File: config.mk
export PLATFORM = sky130hd
export DESIGN_NAME = ram_access_arb_flat
export DESIGN_NICKNAME = d
export VERILOG_FILES = /design/src/rtl/ram_access_arb_if.sv /design/src/rtl/ram_access_arb.sv /design/src/flat_wrapper.sv
export SDC_FILE = /design/constraint.sdc
export NUM_CORES = 1
export LEC_CHECK = 0
export BUFFER_PORTS_ARGS = -buffer_cell sky130_fd_sc_hd__buf_2
export CAP_MARGIN = 15
export CORE_MARGIN = 3
export CORE_UTILIZATION = 41
export DETAILED_ROUTE_END_ITERATION = 16
export PLACE_DENSITY_LB_ADDON = 0.3
export SETUP_SLACK_MARGIN = 0.05
export SLEW_MARGIN = 0
export SYNTH_ARGS = -nofsm -noshare
export SYNTH_HDL_FRONTEND = slang
export SYNTH_SLANG_ARGS = --single-unit
File: constraint.sdc
create_clock -name clk -period 1.4 [get_ports clk]
set_input_delay 0.07 -clock clk [delete_from_list [all_inputs] [get_ports clk]]
set_output_delay 0.07 -clock clk [all_outputs]
set_load 0.05 [all_outputs]
File: src/rtl/ram_access_arb_if.sv
// Bundle of requester and RAM-port signals for ram_access_arb.
// The slave modport is the arbiter's view. The master modport is the
// view of the environment that drives the requests and owns the RAM.
interface ram_access_arb_if #(
  parameter int DATA   = 16,
  parameter int DEPTH  = 4,
  parameter int CLIENT = 2
);
  localparam int ADDR = (DEPTH > 1) ? $clog2(DEPTH) : 1;

  logic [CLIENT-1:0]           req_valid;
  logic [CLIENT-1:0]           req_ready;
  logic [CLIENT-1:0]           req_rw_;
  logic [CLIENT-1:0][ADDR-1:0] req_addr;
  logic [CLIENT-1:0][DATA-1:0] req_wdata;
  logic [CLIENT-1:0]           rsp_valid;
  logic [DATA-1:0]             rsp_rdata;
  logic                        ram_en;
  logic                        ram_rw_;
  logic [ADDR-1:0]             ram_addr;
  logic [DATA-1:0]             ram_wdata;
  logic [DATA-1:0]             ram_rdata;

  modport slave (
    input  req_valid, req_rw_, req_addr, req_wdata, ram_rdata,
    output req_ready, rsp_valid, rsp_rdata, ram_en, ram_rw_, ram_addr, ram_wdata
  );

  modport master (
    output req_valid, req_rw_, req_addr, req_wdata, ram_rdata,
    input  req_ready, rsp_valid, rsp_rdata, ram_en, ram_rw_, ram_addr, ram_wdata
  );
endinterface

File: src/rtl/ram_access_arb.sv
// Round-robin front end for a single-port flip-flop RAM.
// Several clients send requests to one registered RAM command. Each read
// response is steered back to the client that issued the read, after a
// fixed latency.
//
// Handshake: a request from client c is accepted in the cycle where
// req_valid[c] & req_ready[c] are both 1. req_ready is driven only from
// req_valid, the round-robin pointer and reset. A requester must hold
// its req_* fields stable until the request is accepted. Responses have
// no ready signal: rsp_valid is a one-cycle pulse that the client must
// take.
module ram_access_arb #(
  parameter  int DATA    = 16,
  parameter  int DEPTH   = 4,
  parameter  int CLIENT  = 2,
  parameter  int RAM_LAT = 0,
  localparam int ADDR    = (DEPTH > 1) ? $clog2(DEPTH) : 1,
  localparam int CID     = (CLIENT > 1) ? $clog2(CLIENT) : 1
) (
  input  logic            clk,
  input  logic            reset,
  ram_access_arb_if.slave bus,
  output logic [CID-1:0]  dbg_rr_ptr_o
);

  logic [CID-1:0]              ptr_q, ptr_d;
  logic [CLIENT-1:0]           gnt;
  logic [CID-1:0]              gnt_id;
  logic                        hs;
  logic [CID:0]                cand;

  logic                        ram_en_q;
  logic                        ram_rw_q;
  logic [ADDR-1:0]             ram_addr_q;
  logic [DATA-1:0]             ram_wdata_q;

  // One stage per cycle between command issue and rdata sampling.
  logic [RAM_LAT:0]            rd_vld_q;
  logic [RAM_LAT:0][CID-1:0]   rd_id_q;

  logic [CLIENT-1:0]           rsp_valid_q;
  logic [DATA-1:0]             rsp_rdata_q;

  // Round-robin grant. Scan offsets from high to low so that the
  // lowest offset from ptr_q wins. A grant is only given to a valid
  // client, so a grant is the same as a handshake.
  always_comb begin
    gnt    = '0;
    gnt_id = '0;
    hs     = 1'b0;
    cand   = '0;
    if (!reset) begin
      for (int i = CLIENT - 1; i >= 0; i--) begin
        cand = {1'b0, ptr_q} + (CID+1)'(i);
        if (cand >= (CID+1)'(CLIENT)) cand = cand - (CID+1)'(CLIENT);
        if (bus.req_valid[cand[CID-1:0]]) begin
          gnt                 = '0;
          gnt[cand[CID-1:0]]  = 1'b1;
          gnt_id              = cand[CID-1:0];
          hs                  = 1'b1;
        end
      end
    end
  end

  // After a handshake the pointer moves to the client just past the winner.
  always_comb begin
    ptr_d = ptr_q;
    if (hs) ptr_d = (gnt_id == CID'(CLIENT - 1)) ? '0 : gnt_id + 1'b1;
  end

  // Register the pointer and the RAM command. When idle, rw_ returns to
  // read, and addr/wdata keep their last values.
  always_ff @(posedge clk) begin
    if (reset) begin
      ptr_q       <= '0;
      ram_en_q    <= 1'b0;
      ram_rw_q    <= 1'b1;
      ram_addr_q  <= '0;
      ram_wdata_q <= '0;
    end else begin
      ptr_q    <= ptr_d;
      ram_en_q <= hs;
      if (hs) begin
        ram_rw_q    <= bus.req_rw_[gnt_id];
        ram_addr_q  <= bus.req_addr[gnt_id];
        ram_wdata_q <= bus.req_wdata[gnt_id];
      end else begin
        ram_rw_q    <= 1'b1;
      end
    end
  end

  // Track each read in flight together with its issuing client id.
  always_ff @(posedge clk) begin
    if (reset) begin
      rd_vld_q <= '0;
      rd_id_q  <= '0;
    end else begin
      rd_vld_q[0] <= hs & bus.req_rw_[gnt_id];
      rd_id_q[0]  <= gnt_id;
      for (int k = 1; k <= RAM_LAT; k++) begin
        rd_vld_q[k] <= rd_vld_q[k-1];
        rd_id_q[k]  <= rd_id_q[k-1];
      end
    end
  end

  // Sample rdata when the RAM presents it, and pulse the owner's
  // rsp_valid. Data is forced to zero when there is no response.
  always_ff @(posedge clk) begin
    if (reset) begin
      rsp_valid_q <= '0;
      rsp_rdata_q <= '0;
    end else begin
      rsp_valid_q <= '0;
      rsp_rdata_q <= '0;
      if (rd_vld_q[RAM_LAT]) begin
        rsp_valid_q[rd_id_q[RAM_LAT]] <= 1'b1;
        rsp_rdata_q                   <= bus.ram_rdata;
      end
    end
  end

  assign bus.req_ready = gnt;
  assign bus.ram_en    = ram_en_q;
  assign bus.ram_rw_   = ram_rw_q;
  assign bus.ram_addr  = ram_addr_q;
  assign bus.ram_wdata = ram_wdata_q;
  assign bus.rsp_valid = rsp_valid_q;
  assign bus.rsp_rdata = rsp_rdata_q;
  assign dbg_rr_ptr_o  = ptr_q;

endmodule

File: src/flat_wrapper.sv
// flat-port wrapper written by rule: the top's interface ports become plain ports
module ram_access_arb_flat 
#(
  parameter  int DATA    = 16,
  parameter  int DEPTH   = 4,
  parameter  int CLIENT  = 2,
  parameter  int RAM_LAT = 0,
  localparam int ADDR    = (DEPTH > 1) ? $clog2(DEPTH) : 1,
  localparam int CID     = (CLIENT > 1) ? $clog2(CLIENT) : 1
)
  (clk, reset, dbg_rr_ptr_o, bus_req_valid, bus_req_rw_, bus_req_addr, bus_req_wdata, bus_ram_rdata, bus_req_ready, bus_rsp_valid, bus_rsp_rdata, bus_ram_en, bus_ram_rw_, bus_ram_addr, bus_ram_wdata);
  ram_access_arb_if #(.DATA(DATA), .DEPTH(DEPTH), .CLIENT(CLIENT)) bus_i ();
  input  logic clk;
  input  logic reset;
  output logic [CID-1:0] dbg_rr_ptr_o;
  input wire logic [$bits(bus_i.req_valid)-1:0] bus_req_valid;
  input wire logic [$bits(bus_i.req_rw_)-1:0] bus_req_rw_;
  input wire logic [$bits(bus_i.req_addr)-1:0] bus_req_addr;
  input wire logic [$bits(bus_i.req_wdata)-1:0] bus_req_wdata;
  input wire logic [$bits(bus_i.ram_rdata)-1:0] bus_ram_rdata;
  output wire logic [$bits(bus_i.req_ready)-1:0] bus_req_ready;
  output wire logic [$bits(bus_i.rsp_valid)-1:0] bus_rsp_valid;
  output wire logic [$bits(bus_i.rsp_rdata)-1:0] bus_rsp_rdata;
  output wire logic [$bits(bus_i.ram_en)-1:0] bus_ram_en;
  output wire logic [$bits(bus_i.ram_rw_)-1:0] bus_ram_rw_;
  output wire logic [$bits(bus_i.ram_addr)-1:0] bus_ram_addr;
  output wire logic [$bits(bus_i.ram_wdata)-1:0] bus_ram_wdata;
  assign bus_i.req_valid = bus_req_valid;
  assign bus_i.req_rw_ = bus_req_rw_;
  assign bus_i.req_addr = bus_req_addr;
  assign bus_i.req_wdata = bus_req_wdata;
  assign bus_i.ram_rdata = bus_ram_rdata;
  assign bus_req_ready = bus_i.req_ready;
  assign bus_rsp_valid = bus_i.rsp_valid;
  assign bus_rsp_rdata = bus_i.rsp_rdata;
  assign bus_ram_en = bus_i.ram_en;
  assign bus_ram_rw_ = bus_i.ram_rw_;
  assign bus_ram_addr = bus_i.ram_addr;
  assign bus_ram_wdata = bus_i.ram_wdata;
  ram_access_arb #(.DATA(DATA), .DEPTH(DEPTH), .CLIENT(CLIENT), .RAM_LAT(RAM_LAT)) u_core (.clk(clk), .reset(reset), .bus(bus_i), .dbg_rr_ptr_o(dbg_rr_ptr_o));
endmodule
==> summary.txt <==
Setup path
  – CP Capture Type: register
  – CP top delay family: compound AO/OA/AOI/OAI gates
  – Startpoint types: register
  – Crit path max fanout: 10
  – Cell Chain, Critical Path: and2b_4 > nor2_4 > buf_6 > buf_12 > a221o_1
  – CP Class: register to register
  – Critical-path top delay cell: a221o_1
  – WP data arrival: about 1.5 ns
  – WP buf/inv: 2
  – Max incr delay on CP: ~0.34 ns
  – Cells on worst reg2reg path: 5
  – WP depth: 5
  – Worst EP required: between 1.5 and 2 ns

CTS
  – H-tree depth: 2
  – Clock slew at reported path FFs: 0.08 ns
  – CTS Buf Count: 5
  – Root Buffer: clkbuf_8
  – CTS Sinks: 41
  – Worst skew pair latency: between 0.2 and 0.3 ns
  – CTS tree: yes
  – Maximum root-to-sink buffer count: 2

Timing
  – Final setup viols: 0
  – Fin crit share: 94.5%
  – Post-layout min period: between 1 and 1.5 ns
  – Final Hold Fails: 0
  – Worst Tran Pin Value: 1.13 ns
  – Clock Skews: 0.0104 ns
  – Pins Over Slew Limit: 0
  – Upper clock frequency limit: about 760 MHz
  – Slew HR: about a quarter
  – RSZ-0062 raised after global routing: false

Logic synthesis
  – Seq cells post-synth: 41
  – Top cell types by occurrence after synthesis: dfxtp_1, a2111oi_0, inv_1
  – Net Count, Synth: 198
  – Xor-xnor portion of the synthesized cell area: 0%
  – Post-synth EDFFs: 0
  – Combinational family with the most area after synthesis: compound AO/OA/AOI/OAI gates
  – Synth Area in Adders: 0%
  – Cell area after synthesis: 1520 um^2
  – Compound-gate portion of the synthesized area: 24.2%
  – Most common cell in the synthesized netlist: dfxtp_1
  – Proportion of netlist area held by the largest area contributor: 54.0%
  – Async S/R FF share, synth: 0%
  – Post-synthesis sequential area ratio: 54.0%
  – Warnings, synthesis: 0
  – Most common flop cell mapped by yosys: dfxtp_1
  – Cell taking the most area after synthesis: dfxtp_1
  – Library cells used by synthesis: 24
  – Mux share of post-synthesis cell area: 0%
  – Leading post-synthesis cells by cell area: dfxtp_1, a2111oi_0, a221o_1
  – Simple logic cell fraction of the synthesized area: between 10% and 20%
  – Mean Syn Cell Area: 10.8 um^2
  – Cells after Synth: between 100 and 150

Min path
  – Hold Path Depth: 2
  – Min-Delay Path Class: input port to register

Run
  – Max-cap violations: 0

Drt
  – Pre-antenna DRT Iters: 4
  – Via density: 4.91
  – 1st-iter DRT viols: 81
  – Routed WL: 4270 um
  – Via count: 1536
  – Post-DRT Antenna Nets: 0
  – DR DRC count: 0
  – Routed WL per cell: 13.6 um

GRT
  – Total GRT Usage: between 20% and 30%
  – GRT Residual Overflow: 0
  – Number of global-route vias before repair: 1526
  – Largest net degree at the start of global routing: 22
  – First-pass GRT wire length: 6960 um
  – Initial antenna violation count: 0

Run status
  – Outcome: finished clean

Finish
  – Layout cells sized above 1: 47.6%
  – Final net count: between 300 and 400
  – Antenna diodes: 0
  – Synthesis-to-finish area growth: 61.9%
  – Design area: 2460 um^2
  – Fin util: between 70 and 80%
  – Filler cell count: 256

Floorplanning
  – Starting Density: 44.1%
  – Core ar.: 3440 um^2
  – Row count: 21
  – Chip width: ~67 um
  – I/O pin count: 99
  – Die ar.: between 4000 and 5000 um^2
  – Chip Height: 66.9 um

Placement
  – Area after DPL: 2050 um^2
  – I/O Buffers: 98
  – Gpl congestion: about 0.73
  – Post-DP HPWL: roughly 2900 um

Pwr
  – Maximum VDD drop: 0.000630 V
  – Static leakage: 1.24 nW
  – PD cells: 1150 nW/um^2
-- cells by family (layout without fill, tap and decap cells) --
family / after synthesis / in the layout
AO/OA/AOI/OAI: 40 / 40
AND/OR/NAND/NOR: 29 / 29
buffers and inverters: 30 / 157
flip-flops: 41 / 41
-- through the flow --
| stage | setup slack (ns) | hold WS, ns | instances | TNS, ns | power (mW) |
|---|---|---|---|---|---|
| floorplan | 0.0768 | 0.180 | 140 | 0 | 1.65 |
| global placement | -0.102 | 0.270 | 279 | -1.45 | 1.82 |
| detailed placement | -0.110 | 0.274 | 279 | -1.52 | 1.82 |
| CTS | 0.0501 | 0.000188 | 310 | 0 | 2.84 |
| global route | 0.0419 | 0.000813 | 313 | 0 | 2.96 |
| finish | 0.0766 | 0.00219 | 313 | 0 | 2.84 |
-- layer usage --
metal	part of all wire [%]	up-vias	GRT usage (%)	wire length [um]
met5	0	-	0	0
met4	1.5	0	6.84	63
met3	8.3	6	6.91	355
met2	50	76	35.6	2150
met1	40	693	23.4	1700
li1	-	761	-	-
-- timing repair --
| action | 4_1_cts | 5_1_grt |
|---|---|---|
| gates cloned | 0 | 0 |
| endpoints found under the hold margin | 22 | 1 |
| buffers inserted | 1 | 2 |
| gates resized for setup | 6 | 2 |
| setup endpoints to repair | 2 | 30 |
| pin swaps | 0 | 3 |
| hold buffers | 22 | 1 |
-- area by class of cell --
class / instances / area, um^2 / area share, %
clock buffers: 7 / 86.3 / 3.51
clock inverters: 1 / 30.0 / 1.22
inverters: 19 / 71.3 / 2.90
multi-input cells: 69 / 571 / 23.2
flip-flops and latches: 41 / 822 / 33.4
well taps: 46 / 57.6 / 2.34
repair buffers: 130 / 821 / 33.4
-- state kept, by name, summed over array words and instances, names as in the netlist --
name                  cells
u_core.bus.ram_wdata     16
u_core.bus.ram_en         1
u_core.bus.rsp_valid      2
u_core.bus.rsp_rdata     16
u_core.dbg_rr_ptr_o       1
u_core.rd_vld_q           1
u_core.bus.ram_addr       2
u_core.rd_id_q            1
u_core.bus.ram_rw_        1
-- worst paths after layout --
kind	startpoint	endpoint	slack, ns
worst max-delay path	u_core.dbg_rr_ptr_o	u_core.bus.ram_wdata[6]	0.08
worst min-delay path	bus_req_wdata[19]	u_core.bus.ram_wdata[3]	0.002
worst max register to register	u_core.dbg_rr_ptr_o	u_core.bus.ram_wdata[6]	0.08
worst min register to register	u_core.rd_id_q	u_core.bus.rsp_valid[0]	0.40
-- layout by cell type, fill, tap and decap left out --
| master | netlist | routed |
|---|---|---|
| buf_2 | 2 | 96 |
| dfxtp_1 | 41 | 40 |
| dlygate4sd3_1 | 0 | 23 |
| inv_1 | 18 | 18 |
| a2111oi_0 | 18 | 18 |
| and2_1 | 17 | 17 |
| a221o_1 | 14 | 14 |
| clkbuf_8 | 0 | 6 |
| buf_4 | 2 | 6 |
| a221o_2 | 4 | 4 |
| buf_6 | 0 | 4 |
| nor2_1 | 3 | 3 |
| nand2b_4 | 1 | 1 |
| and2b_4 | 1 | 1 |
| nor2_4 | 1 | 1 |
| a21oi_2 | 0 | 1 |
| and2_2 | 1 | 1 |
| nor2b_2 | 0 | 1 |
| nor2b_1 | 2 | 1 |
| nor3_2 | 1 | 1 |
| inv_2 | 1 | 1 |
| o21a_1 | 1 | 1 |
| or3b_1 | 1 | 1 |
| o21ai_0 | 1 | 1 |
| nand3_1 | 1 | 1 |
| a21boi_0 | 1 | 1 |
| bufinv_16 | 0 | 1 |
| clkbuf_1 | 6 | 1 |
| buf_12 | 0 | 1 |
| dfxtp_2 | 0 | 1 |
-- where the power goes --
part	switching, mW	leakage (nW)	internal (mW)
sequential	0.0296	0.337	1.23
combinational	0.377	0.847	0.233
clock	0.383	0.0585	0.581
total	0.790	1.24	2.05
No activity file was read; power rests on OpenSTA's default activity.
